$ cat src/rtl/mul_job_pkg.sv
// Shared definitions for the multiply job scheduler: register map,
// status bit positions, default queue depths, engine states and a
// popcount helper.
package mul_job_pkg;

    localparam logic [15:0] ADDR_A1   = 16'h0380;
    localparam logic [15:0] ADDR_JOB  = 16'h0388;
    localparam logic [15:0] ADDR_W    = 16'h0390;
    localparam logic [15:0] ADDR_L    = 16'h0398;
    localparam logic [15:0] ADDR_CTRL = 16'h03A0;

    localparam int ST_HEAD_VALID = 0;
    localparam int ST_READY      = 1;
    localparam int ST_JCNT_LSB   = 2;
    localparam int ST_RCNT_LSB   = 5;
    localparam int ST_DROP       = 8;
    localparam int ST_UFLOW      = 9;
    localparam int ST_CNT_LSB    = 16;

    localparam int JQ_DEPTH_DEF = 4;
    localparam int RQ_DEPTH_DEF = 4;

    typedef enum logic [1:0] {
        ST_IDLE  = 2'd0,
        ST_MULT  = 2'd1,
        ST_COUNT = 2'd2,
        ST_WRITE = 2'd3
    } eng_state_e;

    function automatic logic [5:0] popcount32(input logic [31:0] v);
        logic [5:0] n;
        n = 6'd0;
        for (int i = 0; i < 32; i++) begin
            n = n + {5'd0, v[i]};
        end
        return n;
    endfunction

endpackage

$ cat src/rtl/mul24_seq.sv
// 24x24 unsigned shift-add multiplier, one multiplier bit per clock.
// done is high during the clock that consumes the last (24th) bit, so the
// product register holds the final value from the following clock onward.
// popcount reflects the low 32 bits of the current product register.
module mul24_seq
    import mul_job_pkg::*;
(
    input  logic        clk,
    input  logic        n_reset,
    input  logic        start,
    input  logic        abort,
    input  logic [23:0] a_in,
    input  logic [23:0] b_in,
    output logic        busy,
    output logic        done,
    output logic [47:0] product,
    output logic [5:0]  popcount
);

    logic [47:0] mcand_q, mcand_d;
    logic [23:0] mplier_q, mplier_d;
    logic [47:0] prod_q, prod_d;
    logic [4:0]  idx_q, idx_d;
    logic        busy_q, busy_d;

    // Next-state: load on start, then one conditional add and shift per clock.
    always_comb begin
        mcand_d  = mcand_q;
        mplier_d = mplier_q;
        prod_d   = prod_q;
        idx_d    = idx_q;
        busy_d   = busy_q;
        if (abort) begin
            busy_d = 1'b0;
            idx_d  = 5'd0;
        end else if (start) begin
            mcand_d  = {24'h0, a_in};
            mplier_d = b_in;
            prod_d   = 48'h0;
            idx_d    = 5'd0;
            busy_d   = 1'b1;
        end else if (busy_q) begin
            if (mplier_q[0]) begin
                prod_d = prod_q + mcand_q;
            end else begin
                prod_d = prod_q;
            end
            mcand_d  = mcand_q << 1;
            mplier_d = mplier_q >> 1;
            if (idx_q == 5'd23) begin
                busy_d = 1'b0;
                idx_d  = 5'd0;
            end else begin
                idx_d = idx_q + 5'd1;
            end
        end else begin
            busy_d = 1'b0;
        end
    end

    // Multiplier state registers.
    always_ff @(posedge clk or negedge n_reset) begin
        if (!n_reset) begin
            mcand_q  <= 48'h0;
            mplier_q <= 24'h0;
            prod_q   <= 48'h0;
            idx_q    <= 5'd0;
            busy_q   <= 1'b0;
        end else begin
            mcand_q  <= mcand_d;
            mplier_q <= mplier_d;
            prod_q   <= prod_d;
            idx_q    <= idx_d;
            busy_q   <= busy_d;
        end
    end

    assign busy     = busy_q;
    assign done     = busy_q && (idx_q == 5'd23);
    assign product  = prod_q;
    assign popcount = popcount32(prod_q[31:0]);

endmodule

$ cat src/rtl/mul_job_sched.sv
// Multiply job scheduler: bus register decode, job and result queues and
// the IDLE/MULT/COUNT/WRITE engine around the mul24_seq datapath.
module mul_job_sched
    import mul_job_pkg::*;
#(
    parameter int JQ_DEPTH = JQ_DEPTH_DEF,
    parameter int RQ_DEPTH = RQ_DEPTH_DEF
) (
    input  logic        clk,
    input  logic        n_reset,
    input  logic [15:0] saddress,
    input  logic        swr,
    input  logic        srd,
    input  logic [31:0] sdata_in,
    output logic [31:0] sdata_out,
    output logic [31:0] gpio_out,
    output logic        irq
);

    localparam int JP_W = (JQ_DEPTH > 1) ? $clog2(JQ_DEPTH) : 1;
    localparam int JC_W = $clog2(JQ_DEPTH + 1);
    localparam int RP_W = (RQ_DEPTH > 1) ? $clog2(RQ_DEPTH) : 1;
    localparam int RC_W = $clog2(RQ_DEPTH + 1);

    // Job entry {A1, A2}; result entry {W[31:0], L[5:0], valid}.
    logic [47:0] jq_mem_q [JQ_DEPTH];
    logic [47:0] jq_mem_d [JQ_DEPTH];
    logic [JP_W-1:0] jq_head_q, jq_head_d, jq_tail_q, jq_tail_d;
    logic [JC_W-1:0] jq_cnt_q, jq_cnt_d;
    logic [38:0] rq_mem_q [RQ_DEPTH];
    logic [38:0] rq_mem_d [RQ_DEPTH];
    logic [RP_W-1:0] rq_head_q, rq_head_d, rq_tail_q, rq_tail_d;
    logic [RC_W-1:0] rq_cnt_q, rq_cnt_d;

    eng_state_e  state_q, state_d;
    logic [38:0] res_q, res_d;
    logic [23:0] a1_q, a1_d;
    logic [15:0] done_cnt_q, done_cnt_d;
    logic        drop_q, drop_d, uflow_q, uflow_d;
    logic [31:0] sdata_q, sdata_d, gpio_q, gpio_d;
    logic        irq_q, irq_d;

    logic        wr_job_s, wr_ctrl_s, flush_s, clr_s, rd_w_s;
    logic        jq_push_s, jq_pop_s, jq_full_s, jq_empty_s, drop_set_s;
    logic        rq_push_s, rq_pop_s, rq_full_s, rq_empty_s, uflow_set_s;
    logic        mul_start_s, mul_busy_s, mul_done_s;
    logic [47:0] mul_product_s;
    logic [5:0]  mul_popcnt_s;
    logic [47:0] jq_head_ent_s;
    logic [38:0] rq_head_ent_s;
    logic [31:0] status_s;
    logic        unused_ok_s;

    assign wr_job_s    = swr && (saddress == ADDR_JOB);
    assign wr_ctrl_s   = swr && (saddress == ADDR_CTRL);
    assign flush_s     = wr_ctrl_s && sdata_in[1];
    assign clr_s       = wr_ctrl_s && sdata_in[0];
    assign rd_w_s      = srd && (saddress == ADDR_W);
    assign jq_empty_s  = (jq_cnt_q == JC_W'(0));
    assign jq_full_s   = (jq_cnt_q == JC_W'(JQ_DEPTH));
    assign rq_empty_s  = (rq_cnt_q == RC_W'(0));
    assign rq_full_s   = (rq_cnt_q == RC_W'(RQ_DEPTH));
    assign jq_head_ent_s = jq_mem_q[jq_head_q];
    assign rq_head_ent_s = rq_mem_q[rq_head_q];
    // A full queue still accepts a push when it is popped in the same clock.
    assign jq_push_s   = wr_job_s && (!jq_full_s || jq_pop_s);
    assign drop_set_s  = wr_job_s && !jq_push_s;
    assign rq_pop_s    = rd_w_s && !rq_empty_s;
    assign uflow_set_s = rd_w_s && rq_empty_s;
    assign unused_ok_s = &{1'b0, sdata_in[31:24]};

    mul24_seq u_mul (
        .clk      (clk),
        .n_reset  (n_reset),
        .start    (mul_start_s),
        .abort    (flush_s),
        .a_in     (jq_head_ent_s[47:24]),
        .b_in     (jq_head_ent_s[23:0]),
        .busy     (mul_busy_s),
        .done     (mul_done_s),
        .product  (mul_product_s),
        .popcount (mul_popcnt_s)
    );

    // Engine sequencing; a flush abandons whatever job is in flight.
    always_comb begin
        state_d     = state_q;
        res_d       = res_q;
        jq_pop_s    = 1'b0;
        mul_start_s = 1'b0;
        rq_push_s   = 1'b0;
        if (flush_s) begin
            state_d = ST_IDLE;
        end else begin
            case (state_q)
                ST_IDLE: begin
                    if (!jq_empty_s) begin
                        jq_pop_s    = 1'b1;
                        mul_start_s = 1'b1;
                        state_d     = ST_MULT;
                    end else begin
                        state_d = ST_IDLE;
                    end
                end
                ST_MULT: begin
                    if (mul_done_s) begin
                        state_d = ST_COUNT;
                    end else begin
                        state_d = ST_MULT;
                    end
                end
                ST_COUNT: begin
                    res_d   = {mul_product_s[31:0], mul_popcnt_s,
                               (mul_product_s[47:32] == 16'h0)};
                    state_d = ST_WRITE;
                end
                ST_WRITE: begin
                    if (!rq_full_s || rq_pop_s) begin
                        rq_push_s = 1'b1;
                        state_d   = ST_IDLE;
                    end else begin
                        state_d = ST_WRITE;
                    end
                end
                default: state_d = ST_IDLE;
            endcase
        end
    end

    // Job queue pointers, count and storage.
    always_comb begin
        jq_mem_d  = jq_mem_q;
        jq_head_d = jq_head_q;
        jq_tail_d = jq_tail_q;
        jq_cnt_d  = jq_cnt_q;
        if (flush_s) begin
            jq_head_d = JP_W'(0);
            jq_tail_d = JP_W'(0);
            jq_cnt_d  = JC_W'(0);
        end else begin
            if (jq_push_s) begin
                jq_mem_d[jq_tail_q] = {a1_q, sdata_in[23:0]};
                jq_tail_d = (jq_tail_q == JP_W'(JQ_DEPTH - 1)) ? JP_W'(0) : jq_tail_q + JP_W'(1);
            end else begin
                jq_tail_d = jq_tail_q;
            end
            if (jq_pop_s) begin
                jq_head_d = (jq_head_q == JP_W'(JQ_DEPTH - 1)) ? JP_W'(0) : jq_head_q + JP_W'(1);
            end else begin
                jq_head_d = jq_head_q;
            end
            case ({jq_push_s, jq_pop_s})
                2'b10:   jq_cnt_d = jq_cnt_q + JC_W'(1);
                2'b01:   jq_cnt_d = jq_cnt_q - JC_W'(1);
                default: jq_cnt_d = jq_cnt_q;
            endcase
        end
    end

    // Result queue pointers, count and storage.
    always_comb begin
        rq_mem_d  = rq_mem_q;
        rq_head_d = rq_head_q;
        rq_tail_d = rq_tail_q;
        rq_cnt_d  = rq_cnt_q;
        if (flush_s) begin
            rq_head_d = RP_W'(0);
            rq_tail_d = RP_W'(0);
            rq_cnt_d  = RC_W'(0);
        end else begin
            if (rq_push_s) begin
                rq_mem_d[rq_tail_q] = res_q;
                rq_tail_d = (rq_tail_q == RP_W'(RQ_DEPTH - 1)) ? RP_W'(0) : rq_tail_q + RP_W'(1);
            end else begin
                rq_tail_d = rq_tail_q;
            end
            if (rq_pop_s) begin
                rq_head_d = (rq_head_q == RP_W'(RQ_DEPTH - 1)) ? RP_W'(0) : rq_head_q + RP_W'(1);
            end else begin
                rq_head_d = rq_head_q;
            end
            case ({rq_push_s, rq_pop_s})
                2'b10:   rq_cnt_d = rq_cnt_q + RC_W'(1);
                2'b01:   rq_cnt_d = rq_cnt_q - RC_W'(1);
                default: rq_cnt_d = rq_cnt_q;
            endcase
        end
    end

    // Status word assembled from current (pre-edge) state.
    always_comb begin
        status_s = 32'h0;
        status_s[ST_HEAD_VALID] = !rq_empty_s && rq_head_ent_s[0];
        status_s[ST_READY] = (state_q == ST_IDLE) && !mul_busy_s && jq_empty_s;
        status_s[ST_JCNT_LSB +: 3] = 3'(jq_cnt_q);
        status_s[ST_RCNT_LSB +: 3] = 3'(rq_cnt_q);
        status_s[ST_DROP]  = drop_q;
        status_s[ST_UFLOW] = uflow_q;
        status_s[ST_CNT_LSB +: 16] = done_cnt_q;
    end

    // Register-file next state; a set event wins over a same-clock clear.
    always_comb begin
        a1_d       = a1_q;
        done_cnt_d = done_cnt_q + {15'h0, rq_push_s};
        drop_d     = drop_set_s  || (drop_q  && !clr_s);
        uflow_d    = uflow_set_s || (uflow_q && !clr_s);
        sdata_d    = sdata_q;
        if (swr && (saddress == ADDR_A1)) begin
            a1_d = sdata_in[23:0];
        end else begin
            a1_d = a1_q;
        end
        if (srd) begin
            case (saddress)
                ADDR_W:    sdata_d = rq_pop_s ? rq_head_ent_s[38:7] : 32'h0;
                ADDR_L:    sdata_d = rq_empty_s ? 32'h0 : {26'h0, rq_head_ent_s[6:1]};
                ADDR_CTRL: sdata_d = status_s;
                default:   sdata_d = 32'h0;
            endcase
        end else begin
            sdata_d = sdata_q;
        end
        gpio_d = {16'h0, done_cnt_d};
        irq_d  = (rq_cnt_d != RC_W'(0));
    end

    // All scheduler state; reset empties the queues and clears the outputs.
    always_ff @(posedge clk or negedge n_reset) begin
        if (!n_reset) begin
            for (int i = 0; i < JQ_DEPTH; i++) jq_mem_q[i] <= 48'h0;
            for (int i = 0; i < RQ_DEPTH; i++) rq_mem_q[i] <= 39'h0;
            jq_head_q  <= JP_W'(0);
            jq_tail_q  <= JP_W'(0);
            jq_cnt_q   <= JC_W'(0);
            rq_head_q  <= RP_W'(0);
            rq_tail_q  <= RP_W'(0);
            rq_cnt_q   <= RC_W'(0);
            state_q    <= ST_IDLE;
            res_q      <= 39'h0;
            a1_q       <= 24'h0;
            done_cnt_q <= 16'h0;
            drop_q     <= 1'b0;
            uflow_q    <= 1'b0;
            sdata_q    <= 32'h0;
            gpio_q     <= 32'h0;
            irq_q      <= 1'b0;
        end else begin
            jq_mem_q   <= jq_mem_d;
            rq_mem_q   <= rq_mem_d;
            jq_head_q  <= jq_head_d;
            jq_tail_q  <= jq_tail_d;
            jq_cnt_q   <= jq_cnt_d;
            rq_head_q  <= rq_head_d;
            rq_tail_q  <= rq_tail_d;
            rq_cnt_q   <= rq_cnt_d;
            state_q    <= state_d;
            res_q      <= res_d;
            a1_q       <= a1_d;
            done_cnt_q <= done_cnt_d;
            drop_q     <= drop_d;
            uflow_q    <= uflow_d;
            sdata_q    <= sdata_d;
            gpio_q     <= gpio_d;
            irq_q      <= irq_d;
        end
    end

    assign sdata_out = sdata_q;
    assign gpio_out  = gpio_q;
    assign irq       = irq_q;

endmodule
$ cat config.mk
export PLATFORM = sky130hd
export DESIGN_NAME = mul_job_sched
export DESIGN_NICKNAME = d
export VERILOG_FILES = /design/src/rtl/mul_job_pkg.sv /design/src/rtl/mul24_seq.sv /design/src/rtl/mul_job_sched.sv
export SDC_FILE = /design/constraint.sdc
export NUM_CORES = 1
export LEC_CHECK = 0
export CORE_UTILIZATION = 35
export CTS_CLUSTER_DIAMETER = 120
export CTS_CLUSTER_SIZE = 10
export DETAILED_ROUTE_END_ITERATION = 7
export GPL_ROUTABILITY_DRIVEN = 0
export PLACE_DENSITY = 0.61
export SLEW_MARGIN = 20
export SYNTH_ARGS = -nofsm -noshare
export SYNTH_HDL_FRONTEND = slang
export SYNTH_HIERARCHICAL = 1
export SYNTH_SLANG_ARGS = --single-unit
$ cat constraint.sdc
create_clock -name clk -period 6.2 [get_ports clk]
set_input_delay 1.24 -clock clk [delete_from_list [all_inputs] [get_ports clk]]
set_output_delay 1.24 -clock clk [all_outputs]
set_load 0.005 [all_outputs]
-- After elaboration in Yosys (flattened, before gate mapping)
Cells that the tools add are included.
- flip-flop bits (word level): 604
- input bits: 52
- output and inout bits: 65
- add/sub/neg operators: 42
- magnitude comparators: 6
- equal/unequal tests: 19
- mux-type cells: 57
- bitwise operators: 5
- reduce and logical (&&, ||, !) cells: 46
- operator list (kind ; count):
    48-bit two-way mux ; 8
    192-bit bitwise mux ; 1
    6-bit by 1-bit adder with 6-bit output ; 30
    156-bit bitwise mux ; 1
    39-bit two-way mux ; 3
    48-bit binary-select mux with 2-bit select ; 1
    48-bit demux with 2-bit select ; 1
    32-bit case mux with 3 select lines ; 1
    16-bit by 10-bit == test with 1-bit output (second input constant) ; 5
    39-bit binary-select mux with 2-bit select ; 1
    39-bit demux with 2-bit select ; 1
    48-bit adder ; 1
    24-bit two-way mux ; 2
    32-bit two-way mux ; 1
    2-bit two-way mux ; 15
    5-bit two-way mux ; 4
    1-bit logical AND ; 18
    16-bit by 1-bit adder with 16-bit output ; 1
    2-bit == test (second input constant) ; 8
    16-bit zero test ; 1
    3-bit greater-or-equal comparator (second input constant) ; 4
    2-bit inverter with 3-bit output ; 4
    3-bit case mux with 2 select lines ; 2
    2-bit nonzero test ; 6
    other kinds (21) ; 55

-- Depth between registers and ports, before layout
Gate-level depths: netlist (run 1).
- depth after elaboration: 31
- mapped depth: 16
- gate-level depth less buffers: 16

-- Cells and area by module
The synthesis (run 1) kept the hierarchy.
- by module, submodules not included (module ; instances ; cells an instance ; area each (um2) ; seq. area each (um2)):
    mul_job_sched ; 1 ; 1372 ; 21209.1 ; 11961.5
    mul24_seq ; 1 ; 954 ; 8555.7 ; 3153.0

-- Least setup slack after synthesis (run 1)
OpenSTA, ideal clock, no wires.
- path kind: reg2reg
- start point: reg u_mul.prod_q[1], in the netlist u_mul/product[1]
- end point: reg res_q[6]
- library setup time: 0.125 ns
- data arrival time: 4.645 ns
- setup slack: 1.430 ns
- stages on the path, launching flop included: 17
- buffers on the path: 0
- clock period less this slack: 4.770 ns
- cells stage by stage: dfrtp_1 inv_1 fa_1 fa_1 inv_1 fa_1 fa_1 fa_1 inv_1 fa_1 inv_1 ha_1 a21o_1 a21oi_1 nor2b_1 o21a_1 mux2_2
- longest elaborated chain between the ends: 31
- RTL lines (item ; RTL line ; RTL):
    start: declaration ; mul24_seq.sv:22 ; logic [47:0] prod_q, prod_d;
    start signal: assignment ; mul24_seq.sv:72 ; prod_q <= prod_d;
    1-bit by 1-bit adder with 2-bit output ; mul_job_pkg.sv:34 ; n = n + {5'd0, v[i]};
    6-bit by 1-bit adder with 6-bit output (30 in a row) ; mul_job_pkg.sv:34 ;
    net mul_popcnt_s[5] ; mul_job_sched.sv:48 ; logic [5:0] mul_popcnt_s;
    end signal: assignment ; mul_job_sched.sv:258 ; res_q <= res_d;
    end: declaration ; mul_job_sched.sv:36 ; logic [38:0] res_q, res_d;
The timed path passes the listed nets, and every way through them passes these cells.
A chain may end at the register's enable or synchronous reset.

-- Final worst setup path (run 1)
Ends and elaborated chain as after synthesis.

==> results of run 1 <==
power breakdown:
| group | switching [mW] | internal, mW |
|---|---|---|
| registers | 0.123 | 4.00 |
| logic | 0.454 | 0.266 |
| clock network | 1.56 | 2.12 |
metal layers:
layer  vias up  global-route usage [%]  wire (um)
met3       109                   3.059       2669
met5         -                       0         27
met1      9537                   21.23      30080
li1       8409                       -          -
met4         4                   4.395       1557
met2       343                   26.33      32500
synthesized netlist by cell type (all sizes together) (3+ instances only):
master / count
and4: 4
xnor2: 38
o211ai: 5
nand4: 23
clkbuf: 65
fa: 27
o21a: 7
or3: 10
mux4: 87
nand2: 167
xor2: 24
a31oi: 6
nor4b: 3
mux2: 411
o31ai: 8
or3b: 3
dfrtp: 604
o21bai: 12
nor3: 18
or2: 4
nor4: 7
a22o: 6
a21oi: 71
nand3: 28
nand2b: 31
o31a: 3
inv: 97
nor2: 59
a21o: 30
a22oi: 25
ha: 68
nor2b: 13
mux2i: 52
a211oi: 4
nor3b: 7
o21ai: 179
and3: 9
buf: 78
worst max-delay path, stage by stage, from the launching register on:
cell and delay, ns:
dfrtp_1 0.44, inv_1 0.09, fa_1 0.51, fa_1 0.40, inv_1 0.08, fa_1 0.45, fa_1 0.52, fa_1 0.55
inv_1 0.06, fa_1 0.59, inv_1 0.06, ha_1 0.29, a21o_1 0.16, a21oi_1 0.20, nor2b_1 0.07, o21a_1 0.16
mux2_2 0.25
stage by stage:
step | hold slack, ns | util [%] | area (um^2)
global placement | 0.4615 | 37.69 | 31650
detailed placement | 0.4708 | 37.69 | 31650
floorplan | 0.4482 | - | 29820
CTS | 0.4827 | 40.01 | 33590
global route | 0.4914 | 40.04 | 33610
finish | 0.4752 | 40.04 | 33610
kinds of logic after synthesis:
| family | Yosys count |
|---|---|
| buf+inv | 240 |
| other cells | 1 |
| mux | 550 |
| fa+ha+maj | 95 |
| compound gates | 379 |
| simple gates | 395 |
| xor+xnor | 62 |
| flops | 604 |
registers in the layout, indices dropped and copies added (netlist names), 3 cells and up:
| name | flops |
|---|---|
| u_mul/mplier_q | 24 |
| jq_mem_q | 192 |
| gpio_out | 16 |
| a1_q | 24 |
| jq_cnt_q | 3 |
| u_mul/product | 48 |
| rq_cnt_q | 3 |
| sdata_out | 32 |
| res_q | 39 |
| u_mul/mcand_q | 48 |
| u_mul/idx_q | 5 |
| rq_mem_q | 156 |
cell type report:
cell class              instances  area, um^2  area share (%)
clock buffers                  75        1823           5.423
clock inverters                 6       118.9          0.3536
inverters                      97       364.1           1.083
multi-input cells            1497       13620           40.50
flip-flops and latches        604       15120           44.98
well taps                    1134        1419           4.221
repair buffers                113        1154           3.432
worst max-delay path by stage:
| stage | startpoint | to |
|---|---|---|
| 2_1_floorplan | u_mul/product[1] | res_q[6] |
| 3_3_place_gp | u_mul/product[1] | res_q[6] |
| 3_5_place_dp | u_mul/product[1] | res_q[5] |
| 4_1_cts | u_mul/product[1] | res_q[5] |
| 5_1_grt | u_mul/product[1] | res_q[6] |
| 6_report | u_mul/product[1] | res_q[6] |
==> qor.yml, run 1 <==
final_antenna_net_count: 0
hold_end: "u_mul/mplier_q[17]"
io_pins: 117
post-place-ws_ns: 1.163
die_w_um: 293.6
placed_cells: 3444
peakVddDrop_mv: 0.2075
cts_tree: "yes"
yosysTopAreaCell: "dfrtp_1"
syn2layout_area_growth_pct: 12.93
port_buffers: 92
final-max-slew-violation-count: 0
drive_gt1_share_pct: 24.04
setup_viol: 0
fin_crit_ns: 4.999
clock_latency_ns: 0.61
fillCellCount: 7795
async_flop_share_pct: 100.0
grt_pass1_wl_um: 109500
overflow: 0
max_freq_mhz: 200.1
initial_core_util_pct: 35.45
synth_top_family_by_area: "multiplexers"
final_nets: 2530
yosys-top-cells-area: "dfrtp_1, mux2_2, mux4_2"
final-hold-violation-count: 0
worstSetupPathType: "reg2reg"
finalClockSkew_ns: 0.01914
hold_buffers: 0
yosysWarningCount: 6
grt_pass1_vias: 19610
cts_sinks: 604
post_drt_wl_per_cell_um: 18.95
leakage_nw: 15.32
ctsHtreeMaxLevel: 3
detail_route.first_pass.iterations: 5
synth_fa_ha_area_share_pct: 4.674
max_slew_margin_pct: 32.56
fin_ws_ns: 1.201
tns_ns: 0
clkTransAtPathRegs_ns: 0.05
status: "complete, no violations"
synthMuxAreaShare_pct: 24.26
post-route-period-util_pct: 80.62
core_region_area_um2: 83950
worst_pin_slew_ns: 1.009
cts_root_buf: "clkbuf_16"
min_from: "u_mul/mplier_q[17]"
rsz0062_at_grt: "no"
final_cells: 3526
die_area_um2: 86210
antenna_cells: 0
netlist.area_leader.share_pct: 50.78
cts_buffer_depth: 3
cts_buffers: 70
endpoint_kind: "flip-flop"
synthFlopType: "dfrtp_1"
reg2reg_from: "u_mul/product[1]"
postCtsSetupBuffers: 0
maxCapViolCount: 0
r2r_cells: 16
hold_path_class: "reg2reg"
post-route-drc-count: 0
crit_path_start_kind: "flip-flop"
drt_iter0_markers: 1222
syn_inst: 2326
via_count: 18400
path_max_fanout: 5
grt_max_degree: 189
worst_ep_arrival_time_ns: 5.48
required_ns: 6.68
synth_seq_cells: 604
viasPerCell: 5.219
syn_area_per_cell_um2: 12.80
synth_cell_types: 84
ys_seq_area_share_pct: 50.78
hold_depth: 2
syn-cell-area_um2: 29760
synth_compound_area_share_pct: 7.794
final_cell_mix: "dfrtp_1, mux2_2, o21ai_0"
final_common_cell: "dfrtp_1"
die-height_um: 293.6
power_mw: 8.529
placementRows: 106
cts_resized: 0
grt_antenna_before_repair: 2
power_density_nw_per_um2: 253.7
r2r_setup_slack_ns: 1.20
synth-simple-area-share_pct: 6.717
dp_hpwl_um: 43560
track_usage_pct: 15.90
synth_xor_area_share_pct: 1.824
wl_um: 66830
synth_edf_count: 0
reg2reg_to: "res_q[6]"
(Power assumes the default switching activity.)
==> run 2: changes to the inputs <==
--- a/config.mk
+++ b/config.mk
@@ -10,7 +10,7 @@
 export CTS_CLUSTER_SIZE = 10
 export DETAILED_ROUTE_END_ITERATION = 7
 export GPL_ROUTABILITY_DRIVEN = 0
-export PLACE_DENSITY = 0.61
+export PLACE_DENSITY = 0.63
 export SLEW_MARGIN = 20
 export SYNTH_ARGS = -nofsm -noshare
 export SYNTH_HDL_FRONTEND = slang
==> constraint.sdc (replaced) <==
create_clock -name clk -period 4.3 [get_ports clk]
set_input_delay 0.86 -clock clk [delete_from_list [all_inputs] [get_ports clk]]
set_output_delay 0.86 -clock clk [all_outputs]
set_load 0.005 [all_outputs]
==> run 2 against run 1 <==
Net effect: the run now ends with negative setup slack left; sequential power increased by 46%; first-iteration DRC count decreased by 10%; maximum frequency increased by 5.1%; final area increased by 1.8%; critical path depth unchanged; cell count increased by 1.7%; largest power group unchanged.
==> qor.yml, run 2 (synthesis results as in run 1) <==
status: "finished with violations"  # was complete, no violations
violations: "negative setup slack"
overflow: 0  # unchanged
worstSetupPathType: "reg2reg"  # unchanged
grt_pass1_wl_um: 110200  # was 109500 um
met2_length_um: 32810  # was 32500 um
path_max_fanout: 2  # was 5
grt_pass1_vias: 19900  # was 19610
clock_latency_ns: 0.61  # about the same
dp_hpwl_um: 45640  # was 43560 um
initial_core_util_pct: 35.45  # unchanged
grt_antenna_before_repair: 1  # was 2
fillCellCount: 7757  # was 7795
cts_root_buf: "clkbuf_16"  # unchanged
drt_iter0_markers: 1098  # was 1222
final_cell_mix: "dfrtp_1, mux2_2, o21ai_0"  # unchanged
clkTransAtPathRegs_ns: 0.06  # was 0.05 ns
fin_ws_ns: -0.4581  # was 1.201 ns
track_usage_pct: 15.92  # was 15.90%
grt_max_degree: 144  # was 189
drive_gt1_share_pct: 26.33  # was 24.04%
cts_buffers: 70  # unchanged
final_common_cell: "dfrtp_1"  # unchanged
worst_ep_arrival_time_ns: 5.24  # was 5.48 ns
final_antenna_net_count: 0  # unchanged
max_freq_mhz: 210.2  # was 200.1 MHz
drt-met1-wl_um: 30530  # was 30080 um
required_ns: 4.79  # was 6.68 ns
power_mw: 12.23  # was 8.529 mW
largest_reg_flops: 192  # unchanged
dpl_cell_area_um2: 32260  # was 31650 um^2
viasPerCell: 5.226  # was 5.219
cts_sinks: 604  # unchanged
wl_um: 67250  # was 66830 um
setup_viol: 5  # was 0
io_pins: 117  # unchanged
fin_crit_ns: 4.758  # was 4.999 ns
port_buffers: 92  # unchanged
ctsHtreeMaxLevel: 3  # unchanged
syn2layout_area_growth_pct: 15.02  # was 12.93%
worst_pin_slew_ns: 0.7942  # was 1.009 ns
hold_path_class: "in2async"  # was reg2reg
post_drt_wl_per_cell_um: 18.76  # was 18.95 um
reg2reg_from: "u_mul/product[17]"  # was u_mul/product[1]
max_slew_margin_pct: 47.05  # was 32.56%
hold_buffers: 0  # unchanged
placementRows: 106  # unchanged
die-height_um: 293.6  # unchanged
detail_route.first_pass.iterations: 7  # was 5
finalClockSkew_ns: 0.02272  # was 0.01914 ns
core_region_area_um2: 83950  # unchanged
final-max-slew-violation-count: 0  # unchanged
r2r_cells: 16  # unchanged
rsz0062_at_grt: "yes"  # was no
endpoint_kind: "flip-flop"  # unchanged
via_count: 18740  # was 18400
final-hold-violation-count: 0  # unchanged
die_area_um2: 86210  # unchanged
maxCapViolCount: 0  # unchanged
post-route-period-util_pct: 110.7  # was 80.62%
cts_buffer_depth: 3  # unchanged
crit_path_start_kind: "flip-flop"  # unchanged
cts_tree: "yes"  # unchanged
final_nets: 2587  # was 2530
post-route-drc-count: 0  # unchanged
top_regs: "jq_mem_q x192, rq_mem_q x156"  # unchanged
wl_met3_um: 2611  # was 2669 um
peakVddDrop_mv: 0.3433  # was 0.2075 mV
power_density_nw_per_um2: 357.3  # was 253.7 nW/um^2
tns_ns: -1.771  # was 0 ns
final_area_um2: 34230  # was 33610 um^2
regMostFlops: "jq_mem_q"  # unchanged
die_w_um: 293.6  # unchanged
r2r_setup_slack_ns: -0.46  # was 1.20 ns
reg2reg_to: "res_q[5]"  # was res_q[6]
leakage_nw: 15.66  # was 15.32 nW
routed.top_layer: "met5"  # unchanged
run 2: metrics by stage:
stage | hold WS [ns] | cells | setup slack [ns] | util (%)
2_1_floorplan | 0.4482 | 2341 | -0.3030 | -
3_3_place_gp | 0.4617 | 3500 | -0.3914 | 38.43
3_5_place_dp | 0.4707 | 3500 | -0.4349 | 38.43
4_1_cts | 0.2724 | 3582 | -0.4094 | 40.72
5_1_grt | 0.2720 | 3584 | -0.5907 | 40.77
6_report | 0.2421 | 3585 | -0.4581 | 40.78
run 2: cell type report:
type | instances | area (um^2) | area share [%]
multi-input combinational | 1497 | 13640 | 39.85
inverter | 97 | 364.1 | 1.064
sequential | 604 | 15120 | 44.17
tap | 1134 | 1419 | 4.145
clock inverter | 6 | 98.84 | 0.2887
timing repair buffer | 170 | 1769 | 5.168
antenna | 1 | 2.502 | 0.007310
clock buffer | 76 | 1817 | 5.307
run 2: timing repair:
action / in CTS / in global routing
gates cloned: 0 / 0
endpoints found under the setup margin: 5 / 5
gates resized for setup: 3 / 10
pin swaps: 1 / 4
endpoints found under the hold margin: 0 / 0
setup buffers: 0 / 2
run 2: worst max path at each step:
stage / end / slack, ns / depth (start not counted) / from
global placement: res_q[5] / -0.39 / 16 / u_mul/product[17]
CTS: res_q[5] / -0.41 / 16 / u_mul/product[17]
detailed placement: res_q[5] / -0.43 / 16 / u_mul/product[17]
floorplan: res_q[5] / -0.30 / 16 / u_mul/product[17]
finish: res_q[5] / -0.46 / 16 / u_mul/product[17]
global route: res_q[5] / -0.59 / 16 / u_mul/product[17]
run 2: critical path, stage by stage (launching register included):
cell and delay (ns):
dfrtp_1 0.40, fa_1 0.54, inv_1 0.05, fa_2 0.52, fa_1 0.44, fa_1 0.49
fa_2 0.54, fa_1 0.42, inv_2 0.08, ha_4 0.14, inv_2 0.04, fa_2 0.34
inv_1 0.07, a21o_1 0.14, a21oi_2 0.06, xnor2_1 0.13, mux2_4 0.27
run 2: report_power, final:
group          total (mW)  switching [mW]  internal [mW]
clock                5.24            2.25           2.99
sequential           6.02           0.246           5.77
combinational       0.978           0.583          0.395
total                12.2            3.08           9.16
run 2: metal layers:
layer / global-route usage [%] / vias up
met3: 2.689 / 99
met5: 0 / -
li1: - / 8508
met4: 3.735 / 2
met2: 26.51 / 387
met1: 21.66 / 9741
